## src/rtl/i2c_rx_deser.sv

```systemverilog
// I2C receive deserializer: shifts sampled SDA bits MSB-first into one of two
// frame buffers and hands completed frames to the host through valid/ready.
module i2c_rx_deser #(
    parameter int MAX_BYTES = 4,
    parameter int DATA_W    = 8*MAX_BYTES,
    parameter int CNT_W     = $clog2(8*MAX_BYTES+1)
) (
    input  logic                           clk,
    input  logic                           rst_n,
    input  logic                           rx_start,
    input  logic [$clog2(MAX_BYTES+1)-1:0] rx_size,
    input  logic                           rx_bit_vld,
    input  logic                           rx_bit,
    input  logic                           rx_abort,
    input  logic                           ovr_clr,
    output logic [DATA_W-1:0]              rx_data,
    output logic [$clog2(MAX_BYTES+1)-1:0] rx_bytes,
    output logic                           rx_valid,
    input  logic                           rx_ready,
    output logic                           byte_done,
    output logic                           busy,
    output logic                           overrun,
    output logic [1:0]                     dbg_state
);

    localparam int SZ_W = $clog2(MAX_BYTES+1);
    localparam logic [SZ_W-1:0] MAX_SZ = SZ_W'(MAX_BYTES);

    typedef enum logic [1:0] {
        S_IDLE = 2'd0,
        S_RECV = 2'd1,
        S_DROP = 2'd2
    } state_t;

    state_t            r_state, w_state_nxt;
    logic [DATA_W-1:0] r_data  [2];
    logic [SZ_W-1:0]   r_bytes [2];
    logic [1:0]        r_full;
    logic              r_wp, r_rp;
    logic [SZ_W-1:0]   r_size;
    logic [CNT_W-1:0]  r_bitcnt;
    logic              r_byte_done;
    logic              r_overrun;

    logic              w_pop;
    logic              w_wp_free;
    logic [SZ_W-1:0]   w_size;
    logic [CNT_W-1:0]  w_cnt_inc;
    logic [CNT_W-1:0]  w_target;
    logic              w_start_ok, w_drop, w_shift, w_count, w_complete;

    // Handshake: a frame transfers on any cycle where rx_valid && rx_ready;
    // rx_valid never drops and rx_data never changes until that transfer.
    assign rx_valid  = r_full[r_rp];
    assign rx_data   = r_data[r_rp];
    assign rx_bytes  = r_bytes[r_rp];
    assign w_pop     = rx_valid && rx_ready;
    // A same-cycle pop of the write buffer frees it for this cycle's start.
    assign w_wp_free = !r_full[r_wp] || (w_pop && (r_rp == r_wp));
    assign w_size    = ((rx_size == '0) || (rx_size > MAX_SZ)) ? MAX_SZ : rx_size;
    assign w_cnt_inc = r_bitcnt + CNT_W'(1);
    assign w_target  = CNT_W'(r_size) << 3;

    assign byte_done = r_byte_done;
    assign busy      = (r_state == S_RECV);
    assign overrun   = r_overrun;
    assign dbg_state = r_state;

    always_ff @(posedge clk or negedge rst_n) begin
        if (!rst_n) r_state <= S_IDLE;
        else        r_state <= w_state_nxt;
    end

    always_comb begin
        w_state_nxt = r_state;
        w_start_ok  = 1'b0;
        w_drop      = 1'b0;
        w_shift     = 1'b0;
        w_count     = 1'b0;
        w_complete  = 1'b0;
        case (r_state)
            S_IDLE, S_DROP: begin
                if (rx_abort) begin
                    w_state_nxt = S_IDLE;
                end else if (rx_start) begin
                    if (w_wp_free) begin
                        w_start_ok  = 1'b1;
                        w_state_nxt = S_RECV;
                    end else begin
                        w_drop      = 1'b1;
                        w_state_nxt = S_DROP;
                    end
                end else if ((r_state == S_DROP) && rx_bit_vld) begin
                    w_count = 1'b1;
                    if (w_cnt_inc == w_target) w_state_nxt = S_IDLE;
                end
            end
            S_RECV: begin
                if (rx_abort) begin
                    w_state_nxt = S_IDLE;
                end else if (rx_start) begin
                    // buf[wp] is always empty while receiving, so restart in place
                    w_start_ok = 1'b1;
                end else if (rx_bit_vld) begin
                    w_shift = 1'b1;
                    if (w_cnt_inc == w_target) begin
                        w_complete  = 1'b1;
                        w_state_nxt = S_IDLE;
                    end
                end
            end
            default: w_state_nxt = S_IDLE;
        endcase
    end

    always_ff @(posedge clk or negedge rst_n) begin
        if (!rst_n) begin
            r_data[0]   <= '0;
            r_data[1]   <= '0;
            r_bytes[0]  <= '0;
            r_bytes[1]  <= '0;
            r_full      <= '0;
            r_wp        <= 1'b0;
            r_rp        <= 1'b0;
            r_size      <= '0;
            r_bitcnt    <= '0;
            r_byte_done <= 1'b0;
            r_overrun   <= 1'b0;
        end else begin
            if (w_pop) begin
                r_full[r_rp] <= 1'b0;
                r_rp         <= ~r_rp;
            end
            if (w_start_ok || w_drop) begin
                r_size   <= w_size;
                r_bitcnt <= '0;
            end
            if (w_start_ok) r_data[r_wp] <= '0;
            if (w_shift) begin
                r_data[r_wp] <= {r_data[r_wp][DATA_W-2:0], rx_bit};
                r_bitcnt     <= w_cnt_inc;
            end
            if (w_count) r_bitcnt <= w_cnt_inc;
            if (w_complete) begin
                r_full[r_wp]  <= 1'b1;
                r_bytes[r_wp] <= r_size;
                r_wp          <= ~r_wp;
            end
            r_byte_done <= w_shift && (w_cnt_inc[2:0] == 3'd0);
            if (w_drop)       r_overrun <= 1'b1;
            else if (ovr_clr) r_overrun <= 1'b0;
        end
    end

endmodule

```

## config.mk

```make
export PLATFORM = sky130hd
export DESIGN_NAME = i2c_rx_deser
export DESIGN_NICKNAME = d
export VERILOG_FILES = /design/src/rtl/i2c_rx_deser.sv
export SDC_FILE = /design/constraint.sdc
export NUM_CORES = 1
export LEC_CHECK = 0
export BUFFER_PORTS_ARGS = -buffer_cell sky130_fd_sc_hd__buf_4
export CORE_ASPECT_RATIO = 1.75
export CORE_MARGIN = 5
export CORE_UTILIZATION = 45
export DETAILED_ROUTE_END_ITERATION = 10
export SLEW_MARGIN = 20
export SYNTH_ARGS = -nofsm -noshare
export SYNTH_HDL_FRONTEND = slang
export SYNTH_SLANG_ARGS = --single-unit
```

## constraint.sdc

```tcl
create_clock -name clk -period 2.4 [get_ports clk]
set_input_delay 0.24 -clock clk [delete_from_list [all_inputs] [get_ports clk]]
set_output_delay 0.24 -clock clk [all_outputs]
set_load 0.05 [all_outputs]
```

==> results of run 1 <==
[worst max-delay path by stage]
stage,startpoint,to,slack [ps]
floorplan,dbg_state[0],r_bytes[0],110
global placement,r_bitcnt[3],r_bytes[1],250
detailed placement,r_bitcnt[3],r_bytes[2],240
CTS,r_bitcnt[3],r_bytes[5],220
global route,r_bitcnt[3],r_bytes[5],130
finish,r_bitcnt[3],r_bytes[5],240
[Yosys cell counts (3+ instances only)]
cell,number,share of area (%)
mux2_4,6,2.3
clkbuf_1,10,0.97
mux2_2,35,10
dfrtp_1,87,56
nor2b_1,6,0.97
nand3_1,4,0.51
xnor2_1,5,1.1
nor2_1,5,0.48
nand2_1,14,1.4
o21ai_0,14,1.8
inv_1,8,0.77
and2_1,3,0.48
buf_1,3,0.29
buf_2,6,0.77
nand2b_1,3,0.48
ha_1,3,0.97
a22o_1,62,14
[cells by family (layout without fill, tap and decap cells)]
kind of cell	count (synthesis)	count (layout)	share of synthesized area, %
adder cells (fa/ha/maj)	3	3	0.965
AND/OR/NAND/NOR	43	43	5.95
buffers and inverters	27	84	2.80
multiplexers	41	41	12.5
flip-flops	87	87	56.0
XOR/XNOR	7	7	1.93
AO/OA/AOI/OAI	93	93	19.9
[metal layers]
layer,wire (um),part of all wire (%),vias up,global-route usage [%]
met2,4640,55,48,30.2
met4,141,1.7,0,7.33
li1,-,-,1221,-
met5,0,0,-,0
met3,253,3.0,9,3.41
met1,3430,41,1337,20.2
[through the flow]
step           instance area [um2]  utilization (%)  cells  setup slack, ps
6_report                      4710             55.0    475              237
5_1_grt                       4710             55.0    475              132
4_1_cts                       4710             55.0    475              223
3_5_place_dp                  4420             51.7    458              241
3_3_place_gp                  4420             51.7    458              250
2_1_floorplan                 3900                -    301              109
[critical path: stages, from the launching register on]
cell	delay, ps
dfrtp_1	470
nand4_2	150
or3_4	410
a2111oi_4	450
and2_4	250
mux2_4	310
[cell type report]
type	instances	area (um2)	area share, %
flip-flops and latches	87	2180	46.3
repair buffers	60	465	9.89
multi-input cells	187	1610	34.3
clock inverters	6	36.3	0.771
clock buffers	10	239	5.08
well taps	117	146	3.11
inverters	8	30.0	0.638
[placed cells by master (no fill, tap or decap), types with 2 or more instances in the layout]
| cell | count |
|---|---|
| nand2_1 | 14 |
| and3_1 | 2 |
| a22o_1 | 62 |
| o21ba_2 | 2 |
| nor2_1 | 5 |
| nand2b_1 | 3 |
| a32o_1 | 2 |
| inv_1 | 8 |
| o41ai_1 | 2 |
| nor2b_1 | 4 |
| nand3_1 | 4 |
| o21ai_0 | 14 |
| and2_4 | 2 |
| clkbuf_16 | 9 |
| clkinv_2 | 4 |
| xnor2_1 | 5 |
| dfrtp_1 | 87 |
| mux2_2 | 35 |
| buf_4 | 58 |
| ha_1 | 3 |
| mux2_4 | 6 |
| and2_1 | 3 |
[power by group through the flow]
stage / sequential (W) / combinational (W) / clock [W]
6_report: 0.00151 / 0.000227 / 0.00128
3_5_place_dp: 0.00153 / 0.000231 / 0
4_1_cts: 0.00151 / 0.000233 / 0.00132
3_3_place_gp: 0.00153 / 0.000229 / 0
2_1_floorplan: 0.00153 / 0.000137 / 0
5_1_grt: 0.00151 / 0.000252 / 0.00138
[repair_timing]
| action | CTS | global route |
|---|---|---|
| hold buffers | 1 | 0 |
| hold endpoints to repair | 45 | 0 |
| setup endpoints to repair | 0 | 0 |
| resized for setup | 0 | 0 |
==> flow_summary.yaml, run 1 <==
synthesis:
  synth-seq-cells: 87
  synthCells: 301
  syn_area_um2: 3890
  avgSynthCellArea_um2: 12.9
  ys_warn_count: 0
  synth_ff_type: "dfrtp_1"
  yosysSeqAreaShare_pct: 56.0
  synth-edff-count: 0
  synth_nets: 315
  ys_async_sr_fraction_pct: 100
  synth_cell_types: 39
grt:
  grt_usage_pct: 17.3
  grt_pass1_wl_um: 14100
  antenna_found_initial: 0
  overflow: 0
  grt_max_degree: 47
  grt_pass1_vias: 2800
pwr:
  combPwrFrac_pct: 7.5
  finalPower_w: 0.00301
  p_int_w: 0.00229
  p_per_area_nw_per_um2: 640
  ir_drop_uv: 372
  p_leak_nw: 2.34
  power.net_switching_w: 0.000722
  clkPwrFrac_pct: 42.5
  p_seq_share_pct: 50.0
  p_sw_share_pct: 24.0
detailed_routing:
  wl_um: 8470
  drtIter0Drc: 141
  drtAntennaViolNets: 0
  drtPass1Iterations: 4
  drc: 0
  num_vias: 2615
  wire_per_inst_um: 17.8
  viasPerCell: 5.51
cts:
  htreeDepth: 3
  cts_tree: "done"
  cts_made_buffers: 9
  postCtsSetupBuffers: 0
  clock-root-buffer: "clkbuf_16"
  cts_sinks: 87
  clk_latency_ps: 340
  clk_path_buf_depth: 2
  clk_pin_slew_worst_paths_ps: 60
min_path:
  hold_path_end: "overrun"
  hp-class: "in -> reg"
  whs_path_depth: 2
  worstHoldStart: "ovr_clr"
timing:
  hold_viol_final: 0
  skew_ps: 6.39
  whs_ps: 89.1
  finalCritPeriodShare_pct: 90.1
  drv_slew: 0
  max_slew_margin_pct: 59.9
  worstMarginPinSlew_ps: 602
  final-setup-viol-count: 0
  min_period_ps: 2160
  rsz0062_at_grt: "no"
  tns_ps: 0
  fmax_mhz: 462
worst_setup_path:
  crit_type: "reg -> reg"
  required_ps: 2620
  r2r-start: "r_bitcnt[3]"
  worstSetupStartpointType: "flop"
  cp.arrival_ps: 2380
  r2r_slack_ps: 240
  worstPathMaxFanout: 6
  end_kind: "flop"
  ff2ff_path_depth: 5
  r2r_end: "r_bytes[5]"
floorplan:
  start_util_pct: 45.4
  dieWidth_um: 80.3
  dieArea_um2: 10700
  core_area_um2: 8560
  fp.dieH_um: 133
  ios: 52
  core.rowCount: 45
place:
  gp_congestion: 0.842
  numPortBuffers: 51
  dp_hpwl_um: 5730
flow_run:
  max_cap_violations: 0
layout:
  drive_gt1_share_pct: 35.5
  n_antenna_cell: 0
  nFillCells: 786
  area_delta_synth_final_pct: 21.0
  fin_nets: 367
run_status:
  status: "finished clean"
Power figures use the tool's default switching activity.
==> run 2: changes to the inputs <==
--- a/config.mk
+++ b/config.mk
@@ -8,7 +8,7 @@
 export BUFFER_PORTS_ARGS = -buffer_cell sky130_fd_sc_hd__buf_4
 export CORE_ASPECT_RATIO = 1.75
 export CORE_MARGIN = 5
-export CORE_UTILIZATION = 45
+export CORE_UTILIZATION = 40
 export DETAILED_ROUTE_END_ITERATION = 10
 export SLEW_MARGIN = 20
 export SYNTH_ARGS = -nofsm -noshare
==> run 2 against run 1 <==
Net effect:
- fmax grew 0.22%
- combinational power about the same
- wire length grew 1.7%
- clock skew rose by 3.2 ps
- count of clock-buffer cells in the layout down 1
- power grew 8.1%
- cell count grew 1.3%
- sequential share of layout area decreased by 0.64 points
- largest cell class unchanged
==> flow_summary.yaml, run 2 (synthesis gave the netlist of run 1 again) <==
cts:
  clk_latency_ps: 330
  cts_sinks: 87
  clk_pin_slew_worst_paths_ps: 60
  htreeDepth: 3
  cts_tree: "done"
  cts_made_buffers: 9
  clk_path_buf_depth: 2
  clock-root-buffer: "clkbuf_16"
run_status:
  status: "finished clean"
worst_setup_path:
  worstPathMaxFanout: 6
  cp.arrival_ps: 2380
  r2r_slack_ps: 240
  crit_type: "reg -> reg"
  required_ps: 2620
  crit_path_start: "r_bitcnt[3]"
  ff2ff_path_depth: 5
  r2r-start: "r_bitcnt[3]"
  worstSetupStartpointType: "flop"
  r2r_end: "r_bytes[5]"
  end_kind: "flop"
layout:
  area_delta_synth_final_pct: 22.7
  final_common_cell: "dfrtp_1"
  n_antenna_cell: 0
  drive_gt1_share_pct: 35.7
  nFillCells: 838
  mostFrequentLayoutCells: "87 x dfrtp_1, 62 x a22o_1, 59 x buf_4"
  fin_nets: 368
detailed_routing:
  drtAntennaViolNets: 0
  drtIter0Drc: 170
  num_vias: 2579
  viasPerCell: 5.36
  wl_um: 8610
  wire_per_inst_um: 17.9
  drtPass1Iterations: 4
  drc: 0
timing:
  whs_ps: 97.2
  rsz0062_at_grt: "no"
  max_slew_margin_pct: 60.5
  worstMarginPinSlew_ps: 592
  drv_slew: 0
  final-setup-viol-count: 0
  finalCritPeriodShare_pct: 89.9
  skew_ps: 9.59
  tns_ps: 0
  min_period_ps: 2160
  fmax_mhz: 463
  hold_viol_final: 0
  worst_slack_ps: 241
place:
  gp_congestion: 0.810
  numPortBuffers: 51
  dp_slack_ps: 252
  dp_hpwl_um: 5990
grt:
  grt_usage_pct: 15.4
  overflow: 0
  antenna_found_initial: 0
  grt_pass1_vias: 2794
  grt_max_degree: 47
  grt_pass1_wl_um: 14600
floorplan:
  fp.dieH_um: 140
  core.rowCount: 47
  core_area_um2: 9470
  dieArea_um2: 11900
  ios: 52
  dieWidth_um: 84.5
  start_util_pct: 41.1
min_path:
  worstHoldStart: "ovr_clr"
  hold_path_end: "overrun"
  whs_path_depth: 2
  hp-class: "in -> reg"
pwr:
  clkPwrFrac_pct: 46.7
  ir_drop_uv: 384
  p_leak_nw: 2.36
  power.net_switching_w: 0.000764
  p_per_area_nw_per_um2: 682
  p_sw_share_pct: 23.5
  p_seq_share_pct: 46.2
  p_int_w: 0.00249
  combPwrFrac_pct: 7.0
flow_run:
  max_cap_violations: 0
## run 2: cell types whose count changed in the layout (fill, tap and decap cells not counted), sizes merged
cell    previous run  this run
inv                8        11
clkbuf            10         9
buf               59        60
clkinv             5         1
bufinv             0         2
## run 2: worst max-delay path by stage
| stage | depth (start not counted) | end |
|---|---|---|
| finish | 5 | r_bytes[5] |
| global route | 5 | r_bytes[0] |
| CTS | 5 | r_bytes[0] |
| detailed placement | 5 | r_bytes[0] |
| global placement | 5 | r_bytes[4] |
| floorplan | 6 | r_bytes[0] |
## run 2: metal layers
metal  wire, um  track usage, %  up-vias
li1           -               -     1224
met1       3520            18.5     1297
met2       4690            27.2       52
met3        291            2.94        6
met4        110            5.84        0
met5          0               0        -
## run 2: timing repair
item                                   4_1_cts  5_1_grt
setup buffers                                0        0
hold buffers                                 1        0
resized for setup                            0        0
endpoints found under the hold margin       45        0
## run 2: critical path, cell delays in order (launching register included)
cell and delay (ps):
dfrtp_1 470, nand4_2 150, or3_4 410, a2111oi_4 450
and2_4 250, mux2_4 300
## run 2: stage by stage
step | cells | power, W | utilization [%] | area, um2
2_1_floorplan | 301 | 0.00167 | - | 3900
3_3_place_gp | 464 | 0.00176 | 46.8 | 4440
3_5_place_dp | 464 | 0.00177 | 46.8 | 4440
4_1_cts | 481 | 0.00330 | 50.4 | 4770
5_1_grt | 481 | 0.00338 | 50.4 | 4770
6_report | 481 | 0.00326 | 50.4 | 4770
## run 2: layout make-up
cell class	instances	area, um2	share of cell area (%)
Clock inverter	7	103	2.15
Inverter	8	30.0	0.629
Sequential cell	87	2180	45.6
Clock buffer	9	225	4.72
Tap cell	122	153	3.20
Multi-Input combinational cell	187	1610	33.8
Timing Repair Buffer	61	473	9.91
## run 2: power by group through the flow
stage	sequential [W]	clock (W)	combinational, W
6_report	0.00151	0.00152	0.000229
5_1_grt	0.00151	0.00162	0.000255
4_1_cts	0.00151	0.00156	0.000235
3_5_place_dp	0.00153	0	0.000233
3_3_place_gp	0.00153	0	0.000230
2_1_floorplan	0.00153	0	0.000137
